**config.mk**
```make
export PLATFORM = sky130hd
export DESIGN_NAME = uart_rx_core_flat
export DESIGN_NICKNAME = d
export VERILOG_FILES = /design/src/rtl/uart_rx_core_if.sv /design/src/rtl/uart_rx_core.sv /design/src/flat_wrapper.sv
export SDC_FILE = /design/constraint.sdc
export NUM_CORES = 1
export LEC_CHECK = 0
export CAP_MARGIN = 20
export CORE_MARGIN = 3
export CORE_UTILIZATION = 45
export DETAILED_ROUTE_END_ITERATION = 8
export PLACE_DENSITY = 0.66
export RECOVER_POWER = 50
export SLEW_MARGIN = 10
export SYNTH_ARGS = -nofsm -noshare
export SYNTH_HDL_FRONTEND = slang
export SYNTH_SLANG_ARGS = --single-unit
export TNS_END_PERCENT = 30
```
**constraint.sdc**
```tcl
create_clock -name CLK -period 4.3 [get_ports CLK]
set_input_delay 0.86 -clock CLK [delete_from_list [all_inputs] [get_ports CLK]]
set_output_delay 0.86 -clock CLK [all_outputs]
set_load 0.1 [all_outputs]
```
**src/rtl/uart_rx_core_if.sv**
```systemverilog
// uart_rx_core_if: serial line, frame config and received-byte pulses of the UART receiver
interface uart_rx_core_if #(
    parameter int DATA_WIDTH = 8,
    parameter int PRESC_W    = 6
);
    logic                  RX_IN;
    logic [PRESC_W-1:0]    Prescale;
    logic                  PAR_EN;
    logic                  PAR_TYP;
    logic [DATA_WIDTH-1:0] P_DATA;
    logic                  data_valid;
    logic                  par_err;
    logic                  stp_err;
    modport master (
        output RX_IN, Prescale, PAR_EN, PAR_TYP,
        input  P_DATA, data_valid, par_err, stp_err
    );
    modport slave (
        input  RX_IN, Prescale, PAR_EN, PAR_TYP,
        output P_DATA, data_valid, par_err, stp_err
    );
endinterface

```
**src/rtl/uart_rx_core.sv**
```systemverilog
// uart_rx_core: oversampling UART receiver with parity/stop checking; define UART_RX_MAJORITY_EN for 2-of-3 bit voting
module uart_rx_core #(
    parameter int DATA_WIDTH = 8,
    parameter int PRESC_W    = 6
) (
    input logic           CLK,
    input logic           RST,
    uart_rx_core_if.slave bus
);
    localparam int BW = $clog2(DATA_WIDTH);
    typedef enum logic [2:0] {IDLE, START, DATA, PARITY, STOP, BREAK} state_t;
    state_t                state_q, state_d;
    logic [PRESC_W-1:0]    edge_q, edge_d, presc_q, presc_d, half, last, presc_in;
    logic [BW-1:0]         bit_q, bit_d;
    logic [DATA_WIDTH-1:0] shift_q, shift_d, p_data_q, p_data_d;
    logic                  par_en_q, par_en_d, par_typ_q, par_typ_d;
    logic                  par_flag_q, par_flag_d, stp_flag_q, stp_flag_d;
    logic                  dv_q, dv_d, pe_q, pe_d, se_q, se_d;
    logic                  wrap, arm, samp_en, samp_val;
    assign half     = presc_q >> 1;
    assign last     = presc_q - PRESC_W'(1);
    assign wrap     = edge_q == last;
    assign presc_in = (bus.Prescale < PRESC_W'(4)) ? PRESC_W'(4) : bus.Prescale;
`ifdef UART_RX_MAJORITY_EN
    logic [1:0] maj_q, maj_d;
    assign samp_en  = edge_q == half + PRESC_W'(1);
    assign samp_val = (maj_q[0] & maj_q[1]) | (maj_q[0] & bus.RX_IN) | (maj_q[1] & bus.RX_IN);
    // hold the two early votes until the deciding third sample arrives
    always_comb begin
        maj_d[0] = (edge_q == half - PRESC_W'(1)) ? bus.RX_IN : maj_q[0];
        maj_d[1] = (edge_q == half) ? bus.RX_IN : maj_q[1];
    end
    // vote registers
    always_ff @(posedge CLK) maj_q <= RST ? 2'b00 : maj_d;
`else
    assign samp_en  = edge_q == half;
    assign samp_val = bus.RX_IN;
`endif
    // frame sequencing; a good stop bit re-arms start detection in its last cycle so back-to-back frames keep their pitch
    always_comb begin
        state_d    = state_q;
        edge_d     = wrap ? '0 : edge_q + PRESC_W'(1);
        bit_d      = bit_q;
        shift_d    = shift_q;
        presc_d    = presc_q;
        par_en_d   = par_en_q;
        par_typ_d  = par_typ_q;
        par_flag_d = par_flag_q;
        stp_flag_d = stp_flag_q;
        p_data_d   = p_data_q;
        dv_d       = 1'b0;
        pe_d       = 1'b0;
        se_d       = 1'b0;
        arm        = 1'b0;
        case (state_q)
            IDLE: arm = 1'b1;
            START: begin
                if (samp_en && samp_val) state_d = IDLE;
                else if (wrap) state_d = DATA;
            end
            DATA: begin
                if (samp_en) shift_d[bit_q] = samp_val;
                if (wrap) begin
                    bit_d = bit_q + BW'(1);
                    if (bit_q == BW'(DATA_WIDTH - 1)) state_d = par_en_q ? PARITY : STOP;
                end
            end
            PARITY: begin
                if (samp_en && (samp_val != (^shift_q ^ par_typ_q))) par_flag_d = 1'b1;
                if (wrap) state_d = STOP;
            end
            STOP: begin
                if (samp_en && !samp_val) stp_flag_d = 1'b1;
                if (wrap) begin
                    dv_d     = !par_flag_q && !stp_flag_d;
                    pe_d     = par_flag_q;
                    se_d     = stp_flag_d;
                    p_data_d = dv_d ? shift_q : p_data_q;
                    state_d  = stp_flag_d ? BREAK : IDLE;
                    arm      = !stp_flag_d;
                end
            end
            default: if (bus.RX_IN) state_d = IDLE;
        endcase
        if (arm) begin
            edge_d     = '0;
            bit_d      = '0;
            par_flag_d = 1'b0;
            stp_flag_d = 1'b0;
        end
        if (arm && !bus.RX_IN) begin
            state_d   = START;
            presc_d   = presc_in;
            par_en_d  = bus.PAR_EN;
            par_typ_d = bus.PAR_TYP;
        end
    end
    // state, datapath and registered output pulses
    always_ff @(posedge CLK) begin
        if (RST) begin
            state_q    <= IDLE;
            edge_q     <= '0;
            bit_q      <= '0;
            shift_q    <= '0;
            presc_q    <= '0;
            par_en_q   <= 1'b0;
            par_typ_q  <= 1'b0;
            par_flag_q <= 1'b0;
            stp_flag_q <= 1'b0;
            p_data_q   <= '0;
            dv_q       <= 1'b0;
            pe_q       <= 1'b0;
            se_q       <= 1'b0;
        end else begin
            state_q    <= state_d;
            edge_q     <= edge_d;
            bit_q      <= bit_d;
            shift_q    <= shift_d;
            presc_q    <= presc_d;
            par_en_q   <= par_en_d;
            par_typ_q  <= par_typ_d;
            par_flag_q <= par_flag_d;
            stp_flag_q <= stp_flag_d;
            p_data_q   <= p_data_d;
            dv_q       <= dv_d;
            pe_q       <= pe_d;
            se_q       <= se_d;
        end
    end
    assign bus.P_DATA     = p_data_q;
    assign bus.data_valid = dv_q;
    assign bus.par_err    = pe_q;
    assign bus.stp_err    = se_q;
endmodule

```
**src/flat_wrapper.sv**
```systemverilog
// flat-port wrapper written by rule: the top's interface ports become plain ports
module uart_rx_core_flat 
#(
    parameter int DATA_WIDTH = 8,
    parameter int PRESC_W    = 6
)
  (CLK, RST, bus_RX_IN, bus_Prescale, bus_PAR_EN, bus_PAR_TYP, bus_P_DATA, bus_data_valid, bus_par_err, bus_stp_err);
  uart_rx_core_if #(.DATA_WIDTH(DATA_WIDTH), .PRESC_W(PRESC_W)) bus_i ();
  input logic CLK;
  input logic RST;
  input wire logic [$bits(bus_i.RX_IN)-1:0] bus_RX_IN;
  input wire logic [$bits(bus_i.Prescale)-1:0] bus_Prescale;
  input wire logic [$bits(bus_i.PAR_EN)-1:0] bus_PAR_EN;
  input wire logic [$bits(bus_i.PAR_TYP)-1:0] bus_PAR_TYP;
  output wire logic [$bits(bus_i.P_DATA)-1:0] bus_P_DATA;
  output wire logic [$bits(bus_i.data_valid)-1:0] bus_data_valid;
  output wire logic [$bits(bus_i.par_err)-1:0] bus_par_err;
  output wire logic [$bits(bus_i.stp_err)-1:0] bus_stp_err;
  assign bus_i.RX_IN = bus_RX_IN;
  assign bus_i.Prescale = bus_Prescale;
  assign bus_i.PAR_EN = bus_PAR_EN;
  assign bus_i.PAR_TYP = bus_PAR_TYP;
  assign bus_P_DATA = bus_i.P_DATA;
  assign bus_data_valid = bus_i.data_valid;
  assign bus_par_err = bus_i.par_err;
  assign bus_stp_err = bus_i.stp_err;
  uart_rx_core #(.DATA_WIDTH(DATA_WIDTH), .PRESC_W(PRESC_W)) u_core (.CLK(CLK), .RST(RST), .bus(bus_i));
endmodule
```
# After elaboration in Yosys (flattened, before gate mapping)
# Index checks and enable logic that the tools add are counted.
# word_totals
register_bits,41
elab_cells,85
input_bits,11
# op_classes
order_cmp,3
eq_ne,19
n_mux,19
addsub,3
n_reduce_logical,23
n_bitwise,4
# ops
op,n
2-to-1 mux 3 bit,9
!= test 3 x 1 -> 1 bit (second input constant),5
one-hot mux 3 bit (5 select lines),1
AND reduction 7 bit,2
!= test 2 x 1 -> 1 bit (second input constant),5
bitwise mux 8 bit,1
XOR reduction 8 bit,1
adder 6 x 1 -> 6 bit (second input constant),1
== test 3 x 2 -> 1 bit (second input constant),2
== test 3 bit (second input constant),2
== test 6 x 5 -> 1 bit,1
== test 6 bit,1
logical AND 1 bit,6
less-than comparator 6 x 3 -> 1 bit (second input constant),1
2-to-1 mux 6 bit,1
AND reduction 2 bit,3
nonzero test 6 bit,1
OR reduction 3 bit,2
subtractor 6 x 1 -> 6 bit (second input constant),1
2-to-1 mux 1 bit,5
nonzero test 5 bit,1
less-than comparator 3 x 4 -> 1 bit (second input constant),1
!= test 4 x 1 -> 1 bit (second input constant),1
OR reduction 2 bit,2
other kinds (11),15

# Longest topological paths before layout
# depth
ltp_word,10
mapped_depth,8
depth_no_buf,8

# Worst setup path after synthesis
# OpenSTA, ideal clock, no wires.
# synth_path
path_kind,reg2reg
from,reg u_core.presc_q[0]
to,"reg u_core.p_data_q[0], in the netlist u_core.bus.P_DATA[0]"
slack_ps,2008
synth_period_minus_slack_ps,2292
path_stages_with_launch,9
t_required_ps,4172
arrival_time_ps,2165
path_cell_list,dfxtp_1 inv_1 ha_1 or3b_1 a211oi_2 nand3_2 nor4_4 mux2i_1 nor2_1
# synth_via
elab_chain_cells,3
# synth_rtl
element,line,text
"start, declared",uart_rx_core.sv:13,"logic [PRESC_W-1:0] edge_q, edge_d, presc_q, presc_d, half, last, presc_in;"
"start signal, assigned",uart_rx_core.sv:119,presc_q <= presc_d;
subtractor 6 x 1 -> 6 bit,uart_rx_core.sv:21,assign last = presc_q - PRESC_W'(1);
== test 6 bit,uart_rx_core.sv:22,assign wrap = edge_q == last;
AND reduction 3 bit (no line),n/a,
"end signal, assigned",uart_rx_core.sv:124,p_data_q <= p_data_d;
"end, declared",uart_rx_core.sv:15,"logic [DATA_WIDTH-1:0] shift_q, shift_d, p_data_q, p_data_d;"
# No other way between the ends.
# A chain may end at the register's enable or synchronous reset.

# Final worst setup path
# layout_path
from,reg u_core.presc_q[0]
to,reg u_core.par_flag_q
# layout_via
elab_chain_cells,5
# layout_rtl
element,line,text
subtractor 6 x 1 -> 6 bit,uart_rx_core.sv:21,
== test 6 bit,uart_rx_core.sv:22,
2-to-1 mux 1 bit,uart_rx_core.sv:74,if (wrap) begin
one-hot mux 1 bit (2 select lines),uart_rx_core.sv:55,case (state_q)
OR reduction 2 bit (no line),n/a,
"end signal, assigned",uart_rx_core.sv:122,par_flag_q <= par_flag_d;
"end, declared",uart_rx_core.sv:17,"logic par_flag_q, par_flag_d, stp_flag_q, stp_flag_d;"
# No other way between the ends.

==> insert_results.sql <==
INSERT INTO impl_metrics (metric_group, metric, value, unit) VALUES
('layout', 'fill_cells', '417', ''),
('timing', 'highest_achievable_clock_rate', '0.328', 'GHz'),
('critical_path', 'element_type_at_the_critical_path_start', 'register', ''),
('clock_network', 'clock_tree.htree_level_count', '2', ''),
('power_and_ir_drop', 'fin_total_pwr', '757', 'uW'),
('power_and_ir_drop', 'power.density_cell_area', '313', 'nW/um^2'),
('timing', 'post-route-worst-setup-slack', '1.25', 'ns'),
('critical_path', 'critical_path.max_fanout', '10', ''),
('floorplanning', 'start_util', '47.3', '%'),
('timing', 'hold_viol', '0', ''),
('timing', 'measured_slew_at_the_worst_slew_check_pin', '1.11', 'ns'),
('detailed_routing', 'detail_route.iter0.violations', '207', ''),
('critical_path', 'worst_setup_path_end_kind', 'register', ''),
('floorplanning', 'fp-row-count', '24', ''),
('logic_synthesis', 'synth_adder_area_share', '2.40', '%'),
('clock_network', 'cts_resized', '0', ''),
('layout', 'multi_input_area', '1200', 'um^2'),
('critical_path', 'path_cells', 'inv_1 -> ha_1 -> or3b_1 -> a211oi_1 -> nand3_1 -> o31ai_1 -> a21o_1 -> nor2_1', ''),
('logic_synthesis', 'post_synth.cell_area_avg', '8.63', 'um^2'),
('detailed_routing', 'viasPerCell', '5.53', ''),
('placement', 'hpwl_reported_at_the_end_of_detailed_placement', '3140', 'um'),
('logic_synthesis', 'yosysTopAreaCell', 'sky130_fd_sc_hd__dfxtp_1', ''),
('detailed_routing', 'detail_route.wl_per_cell', '14.2', 'um'),
('timing', 'grt_setup_unrepaired', 'no', ''),
('timing', 'worst_case_clock_skew', '0.0105', 'ns'),
('critical_path', 'reg2reg_from', 'u_core.presc_q[0]', ''),
('hold_path', 'worstHoldPathType', 'reg2reg', ''),
('layout', 'final_util', '54.8', '%'),
('timing', 'setup_violations', '0', ''),
('clock_network', 'clock-sinks', '41', ''),
('critical_path', 'cpMaxStageDelayCell', 'sky130_fd_sc_hd__o31ai_1', ''),
('floorplanning', 'io_pins', '22', ''),
('timing', 'layout_min_cycle_time', '3.05', 'ns'),
('detailed_routing', 'drc', '0', ''),
('global_routing', 'grt_first_pass_wirelength', '7600', 'um'),
('outcome', 'run_status', 'finished, final reports clean', ''),
('clock_network', 'cts.clk_slew.worst_paths', '0.09', 'ns'),
('logic_synthesis', 'synthesis.nets', '257', ''),
('timing', 'slew_headroom', '25.6', '%'),
('clock_network', 'clock_path_buffers', '2', ''),
('global_routing', 'first_global_vias', '1579', ''),
('critical_path', 'critical_path_required', '4.50', 'ns'),
('floorplanning', 'core_region_area', '4410', 'um^2'),
('critical_path', 'worst_setup_path_startpoint', 'u_core.presc_q[0]', ''),
('logic_synthesis', 'yosys_warnings', '0', ''),
('floorplanning', 'chipHeight', '74.1', 'um'),
('clock_network', 'cts-hold-fix-buffers', '0', ''),
('logic_synthesis', 'top_post_synthesis_cells_by_area', 'sky130_fd_sc_hd__dfxtp_1 (39%), sky130_fd_sc_hd__nor2_1 (5.9%), sky130_fd_sc_hd__xnor2_1 (5.9%)', ''),
('critical_path', 'r2r-end', 'u_core.par_flag_q', ''),
('detailed_routing', 'total_wire_length', '4480', 'um'),
('critical_path', 'timing.critical_path.max_delay_family', 'compound AO/OA/AOI/OAI gates', ''),
('critical_path', 'arrival', '3.24', 'ns'),
('placement', 'number_of_i_o_port_buffers', '21', ''),
('detailed_routing', 'firstDrtPassIters', '4', ''),
('logic_synthesis', 'netlist_cell_types', '44', ''),
('global_routing', 'global_route.usage.total', '18.0', '%'),
('clock_network', 'numCtsBuffers', '5', ''),
('critical_path', 'critPathCapture', 'u_core.par_flag_q', ''),
('hold_path', 'worstHoldPathCells', '2', ''),
('global_routing', 'grt_antenna_before_repair', '0', ''),
('logic_synthesis', 'fraction_of_the_mapped_netlist_area_in_compound_gates', '16.5', '%'),
('power_and_ir_drop', 'power_leakage', '0.855', 'nW'),
('logic_synthesis', 'yosys.area_share.xor_xnor', '10.5', '%'),
('logic_synthesis', 'synth-edff-count', '0', ''),
('layout', 'areaGrowthSynthToFinish', '15.8', '%'),
('critical_path', 'timing.critical_path.buf_inv', '1', ''),
('power_and_ir_drop', 'power.ir.vdd_worst', '0.227', 'mV'),
('timing', 'fin_tns_setup', '0', 'ns'),
('critical_path', 'worst-setup-path-type', 'reg2reg', ''),
('critical_path', 'critical_path.max_stage_delay', '1.02', 'ns'),
('clock_network', 'clock_latency', '0.31', 'ns');
==> sequential cells by signal, indices dropped and copies added (netlist names) <==
name	cells
u_core.stp_flag_q	1
u_core.bus.data_valid	1
u_core.shift_q	8
u_core.bus.par_err	1
u_core.bit_q	3
u_core.bus.stp_err	1
u_core.edge_q	6
u_core.par_typ_q	1
u_core.par_en_q	1
u_core.presc_q	6
u_core.par_flag_q	1
u_core.state_q	3
u_core.bus.P_DATA	8
==> through the flow <==
| step | instance area, um^2 | hold slack (ns) | cells |
|---|---|---|---|
| floorplan | 2090 | 0.447 | 242 |
| global placement | 2340 | 0.475 | 307 |
| detailed placement | 2340 | 0.478 | 307 |
| CTS | 2440 | 0.490 | 315 |
| global route | 2420 | 0.510 | 315 |
| finish | 2420 | 0.494 | 315 |
==> worst min-delay path by stage <==
stage                               from              endpoint  slack, ns
detailed placement     u_core.stp_flag_q     u_core.stp_flag_q       0.48
CTS                    u_core.stp_flag_q     u_core.stp_flag_q       0.49
global placement    u_core.bus.P_DATA[5]  u_core.bus.P_DATA[5]       0.47
floorplan              u_core.par_flag_q     u_core.par_flag_q       0.45
finish                 u_core.stp_flag_q     u_core.stp_flag_q       0.49
global route           u_core.stp_flag_q     u_core.stp_flag_q       0.51
==> routing by layer <==
metal	wire length [um]	part of all wire [%]	global-route usage (%)
met5	0	0	0
met4	66	1.5	6.64
met2	1900	42	26.4
met3	170	3.8	4.05
met1	2350	52	25.7
==> power by group <==
part           internal [mW]  leakage [nW]  total [mW]  switching, mW
registers              0.386         0.332       0.397         0.0108
logic                 0.0393         0.479      0.0912         0.0519
clock network          0.117        0.0447       0.268          0.151
==> placed cells by master, fill, tap and decap left out, drive strengths merged, types with 2 or more instances in the layout <==
cell,synthesis,routed
and3,3,3
clkbuf,10,6
inv,4,5
clkdlybuf4s50,0,16
dfxtp,41,41
xnor2,14,14
nor2,33,33
nand2b,4,4
o31a,2,2
ha,4,4
a21o,2,2
o21ai,16,16
buf,1,2
mux2i,12,12
nand3,11,11
a21oi,19,19
nor3,6,6
a211oi,5,5
or2,2,2
xor2,11,11
nand2,11,11
nor4,9,9
dlygate4sd3,0,5
or3,4,4
o31ai,3,3
nor3b,2,2
==> tightest hold or removal path: stages (launching register included) <==
cell                       delay (ns)
sky130_fd_sc_hd__dfxtp_1         0.33
sky130_fd_sc_hd__inv_1           0.07
sky130_fd_sc_hd__a211oi_2        0.05
==> area by class of cell <==
cell class | count | area share (%)
well taps | 52 | 2.69
flip-flops and latches | 41 | 33.9
clock buffers | 5 | 2.84
clock inverters | 3 | 1.03
inverters | 4 | 0.620
repair buffers | 24 | 9.46
multi-input cells | 186 | 49.4
==> cells by family (layout without fill, tap and decap cells) <==
kind of cell,count (synthesis),after routing
AND/OR/NAND/NOR,91,91
AO/OA/AOI/OAI,54,54
flip-flops,41,41
XOR/XNOR,25,25
buffers and inverters,15,36
multiplexers,12,12
adder cells (fa/ha/maj),4,4
No activity file was read; power rests on OpenSTA's default activity.
